<file path="config.mk">
export PLATFORM = sky130hd
export DESIGN_NAME = adder_operand_loader
export DESIGN_NICKNAME = d
export VERILOG_FILES = /design/src/rtl/adder_operand_loader.sv
export SDC_FILE = /design/constraint.sdc
export NUM_CORES = 1
export LEC_CHECK = 0
export BUFFER_PORTS_ARGS = -buffer_cell sky130_fd_sc_hd__clkbuf_2
export CORE_MARGIN = 3
export CORE_UTILIZATION = 44
export DETAILED_ROUTE_END_ITERATION = 12
export GPL_ROUTABILITY_DRIVEN = 0
export HOLD_SLACK_MARGIN = 0.08
export PLACE_DENSITY = 0.77
export SLEW_MARGIN = 20
export SYNTH_ARGS = -nofsm -noshare
export SYNTH_HDL_FRONTEND = slang
export SYNTH_SLANG_ARGS = --single-unit
</file>
<file path="constraint.sdc">
create_clock -name clk -period 6.2 [get_ports clk]
set_input_delay 1.86 -clock clk [delete_from_list [all_inputs] [get_ports clk]]
set_output_delay 1.86 -clock clk [all_outputs]
set_load 0.01 [all_outputs]
</file>
<file path="src/rtl/adder_operand_loader.sv">
// Byte-serial operand loader for a combinational N-bit adder: assembles A then B
// little-endian, presents the pair until accepted, then registers the sum.
module adder_operand_loader #(
  parameter int N = 32,
  localparam int BYTES = N / 8
) (
  input  logic         clk,
  input  logic         reset,
  input  logic         in_valid,
  output logic         in_ready,
  input  logic [7:0]   in_data,
  input  logic         flush,
  output logic         out_valid,
  input  logic         out_ready,
  output logic [N-1:0] op_a,
  output logic [N-1:0] op_b,
  input  logic [N-1:0] sum_in,
  output logic [N-1:0] result,
  output logic         result_valid,
  output logic [15:0]  pair_count,
  output logic [1:0]   state_dbg
);

  // Handshakes: a byte moves when in_valid & in_ready at a rising edge; a pair
  // moves when out_valid & out_ready at a rising edge. in_ready and out_valid
  // depend only on state, never on the partner's valid/ready.

  localparam int CW = (BYTES > 1) ? $clog2(BYTES) : 1;

  typedef enum logic [1:0] {
    LOAD_A  = 2'd0,
    LOAD_B  = 2'd1,
    PRESENT = 2'd2
  } state_t;

  state_t        state, state_next;
  logic [CW-1:0] cnt, cnt_next;
  logic          load_a, load_b, accept;
  logic          last_byte;

  assign state_dbg = state;
  assign last_byte = (cnt == CW'(BYTES - 1));

  always_ff @(posedge clk or posedge reset) begin
    if (reset) begin
      state <= LOAD_A;
      cnt   <= '0;
    end else begin
      state <= state_next;
      cnt   <= cnt_next;
    end
  end

  always_comb begin
    state_next = state;
    cnt_next   = cnt;
    in_ready   = 1'b0;
    out_valid  = 1'b0;
    load_a     = 1'b0;
    load_b     = 1'b0;
    accept     = 1'b0;
    case (state)
      LOAD_A: begin
        in_ready = 1'b1;
        if (flush) begin
          cnt_next = '0;
        end else if (in_valid) begin
          load_a = 1'b1;
          if (last_byte) begin
            cnt_next   = '0;
            state_next = LOAD_B;
          end else begin
            cnt_next = cnt + CW'(1);
          end
        end
      end
      LOAD_B: begin
        in_ready = 1'b1;
        // Flush abandons the whole pair, including the already-loaded A.
        if (flush) begin
          cnt_next   = '0;
          state_next = LOAD_A;
        end else if (in_valid) begin
          load_b = 1'b1;
          if (last_byte) begin
            cnt_next   = '0;
            state_next = PRESENT;
          end else begin
            cnt_next = cnt + CW'(1);
          end
        end
      end
      PRESENT: begin
        out_valid = 1'b1;
        if (out_ready) begin
          accept     = 1'b1;
          cnt_next   = '0;
          state_next = LOAD_A;
        end
      end
      default: begin
        cnt_next   = '0;
        state_next = LOAD_A;
      end
    endcase
  end

  always_ff @(posedge clk or posedge reset) begin
    if (reset) begin
      op_a         <= '0;
      op_b         <= '0;
      result       <= '0;
      result_valid <= 1'b0;
      pair_count   <= '0;
    end else begin
      if (load_a) op_a[{cnt, 3'b000} +: 8] <= in_data;
      if (load_b) op_b[{cnt, 3'b000} +: 8] <= in_data;
      result_valid <= accept;
      if (accept) begin
        result     <= sum_in;
        pair_count <= pair_count + 16'd1;
      end
    end
  end

endmodule

</file>
==> flow_summary.toml <==
[clock_network]
cts_buffers = 17
htreeDepth = 4
postCtsSetupBuffers = 0
path_clk_slew_ns = 0.06
insertion_delay_ns = 0.50
clock_sinks = 117
cts_resized = 0
cts_buffer_depth = 2
tritoncts = "built"
root_buffer = "clkbuf_8"
postCtsHoldBufs = 0

[detailed_routing]
vias = 3785
route.detailed.drc = 0
totalWireLength_mm = 11.9
viasPerCell = 4.99
detail-route-antenna-nets = 0
drt_iter0_drc = 165
post_drt_wl_per_cell_um = 15.6
dr.pass1.iters = 4

[synthesis]
synth_seq_area_share_pct = 61.5
synthCells = 441
synth_top_area_share_pct = 61.5
synth-seq-cells = 117
synth_warnings = 0
synthDistinctLibCells = 33
syn_area_mm2 = 0.00476
synth.area.top_cells = "dfrtp_1 61%, nand2_1 12%, mux2_2 7.3%"
synth.avg_cell_area_um2 = 10.8
synth.largest_area_cell = "dfrtp_1"
synth_nets = 493

[pwr]
p_total_mw = 2.01
power.leakage_nw = 3.43
power.density_mw_per_mm2 = 320
peakVddDrop_mv = 0.154

[min_path]
holdPathStages = 2
hold_path_end = "result[20]$_DFFE_PP0P_"
hp-start = "result[20]$_DFFE_PP0P_"
hp-class = "flop to flop"

[sta]
whs_ns = 0.476
hold_viol_final = 0
setup_viol = 0
finClkSkew_ns = 0.00697
fin_crit_sh_pct = 55.3
fmax_ghz = 0.292
relSlewSlack_pct = 39.0
rsz0062_at_grt = "false"
worstMarginPinSlew_ns = 0.916
drv_slew = 0
period_needed_ns = 3.43
tns_ns = 0

[die]
die-area_mm2 = 0.0121
rows = 37
initial_core_util_pct = 45.7
core_area_mm2 = 0.0104
die_w_um = 110
io_pins = 162
die_h_um = 110

[grt]
grt-ovfl-total = 0
grtUsageTotal_pct = 20.2
grt_start_max_net_pins = 76
antenna_found_initial = 0
grt_pass1_wl_mm = 18.7
first_global_vias = 3794

[run]
maxCapViolCount = 0

[cells_and_area]
antenna_cells = 0
fillers = 855
regArea_mm2 = 0.00293
syn2layout_area_growth_pct = 31.8
drive_above_1_share_pct = 37.6
final_net_count = 662
fin_util_pct = 60.3
multi_input_area_mm2 = 0.00175

[worst_setup_path]
path_class = "flop to output port"
reg2reg_depth = 5
r2r-start = "cnt[0]$_DFFE_PP0P_"
critPathCaptureType = "output port"
worstPathArrival_ns = 1.57
rrSetupSlack_ns = 4.03
start_kind = "flop"
crit_path_max_fanout = 12
critPathRequiredTime_ns = 4.34
timing.rr.end = "op_a[26]$_DFFE_PP0P_"

[placement]
dpl.hpwl_mm = 8.40
portBuffers = 161

[run_status]
status = "complete, no violations"
## cells in the final DEF (no fill, tap or decap), drive strengths merged
master / Yosys / final
nand2: 156 / 156
ha: 7 / 7
inv: 7 / 7
buf: 8 / 2
nor2: 7 / 7
xor2: 4 / 4
bufinv: 0 / 3
clkbuf: 5 / 182
o21ai: 35 / 35
nor2b: 2 / 2
nor4: 1 / 1
clkinvlp: 0 / 2
nand3b: 1 / 1
nand2b: 1 / 1
dfrtp: 117 / 117
and2b: 1 / 1
and2: 16 / 16
nand3: 12 / 12
mux2: 32 / 32
o32ai: 1 / 1
clkinv: 0 / 5
and4: 1 / 1
and3: 4 / 4
xnor2: 12 / 12
nor3: 2 / 2
or4: 1 / 1
nand4: 5 / 5
nor3b: 3 / 3
## worst max-delay path: stages (launching register included)
cell and delay [ns]:
dfrtp_1 0.65, nand2b_1 0.16, inv_1 0.11, clkbuf_2 0.14
## routing by layer
metal	track usage, %	wire [um]
met2	32.5	5670
met3	6.41	928
met1	25.8	5040
met4	7.21	218
met5	0	0
## cells in the mapped netlist
cell type	n
and2_1	16
and2b_1	1
and3_1	4
and4_1	1
buf_1	1
buf_2	7
clkbuf_1	5
dfrtp_1	117
ha_1	7
inv_1	6
inv_2	1
mux2_1	1
mux2_2	31
nand2_1	155
nand2_4	1
nand2b_1	1
nand3_1	10
nand3_2	2
nand3b_1	1
nand4_1	5
nor2_1	6
nor2_2	1
nor2b_1	1
nor2b_4	1
nor3_1	2
nor3b_2	1
nor3b_4	2
nor4_2	1
o21ai_0	35
o32ai_1	1
or4_1	1
xnor2_1	12
xor2_1	4
## state kept, by name, summed over array words and instances (netlist names)
signal        flops
state_dbg         2
result_valid      1
pair_count       16
op_b             32
result           32
op_a             32
cnt               2
## cell type report
| cell class | count | area share [%] |
|---|---|---|
| sequential | 117 | 46.6 |
| multi-input combinational | 304 | 27.9 |
| timing repair buffer | 163 | 13.1 |
| clock buffer | 21 | 7.16 |
| tap | 136 | 2.71 |
| clock inverter | 10 | 2.07 |
| inverter | 7 | 0.458 |
## how the worst max path moves through the flow
stage / cells after the start / startpoint / slack, ns / endpoint
after floorplan: 1 / reset / 1.24 / cnt[0]$_DFFE_PP0P_
after global placement: 6 / out_ready / 2.96 / pair_count[3]$_DFFE_PP0P_
after detailed placement: 6 / out_ready / 2.92 / pair_count[3]$_DFFE_PP0P_
after CTS: 3 / state_dbg[1]$_DFFE_PP0P_ / 2.74 / out_valid
after global routing: 3 / state_dbg[1]$_DFFE_PP0P_ / 2.64 / out_valid
final: 3 / state_dbg[1]$_DFFE_PP0P_ / 2.77 / out_valid
## report_power, final
group | switching [mW] | total (mW) | internal [mW] | leakage (nW)
Clock | 0.330 | 0.957 | 0.627 | 0.283
Combinational | 0.122 | 0.201 | 0.0787 | 1.56
Sequential | 0.0353 | 0.848 | 0.813 | 1.59
## logic make-up (layout without fill, tap and decap cells)
family          count (synthesis)  in the layout  share of synthesized area (%)
mux                            32             32                           7.57
compound gates                 36             36                           3.86
xor+xnor                       16             16                           2.94
flops                         117            117                           61.5
simple gates                  213            213                           20.5
buf+inv                        20            201                           1.76
fa+ha+maj                       7              7                           1.84
## stage by stage
step	std cells	setup WS [ns]	area, um2
finish	758	2.77	6280
global placement	727	2.96	5700
detailed placement	727	2.92	5700
CTS	758	2.74	6280
floorplan	441	1.24	4760
global route	758	2.64	6280
Power figures use the tool's default switching activity.
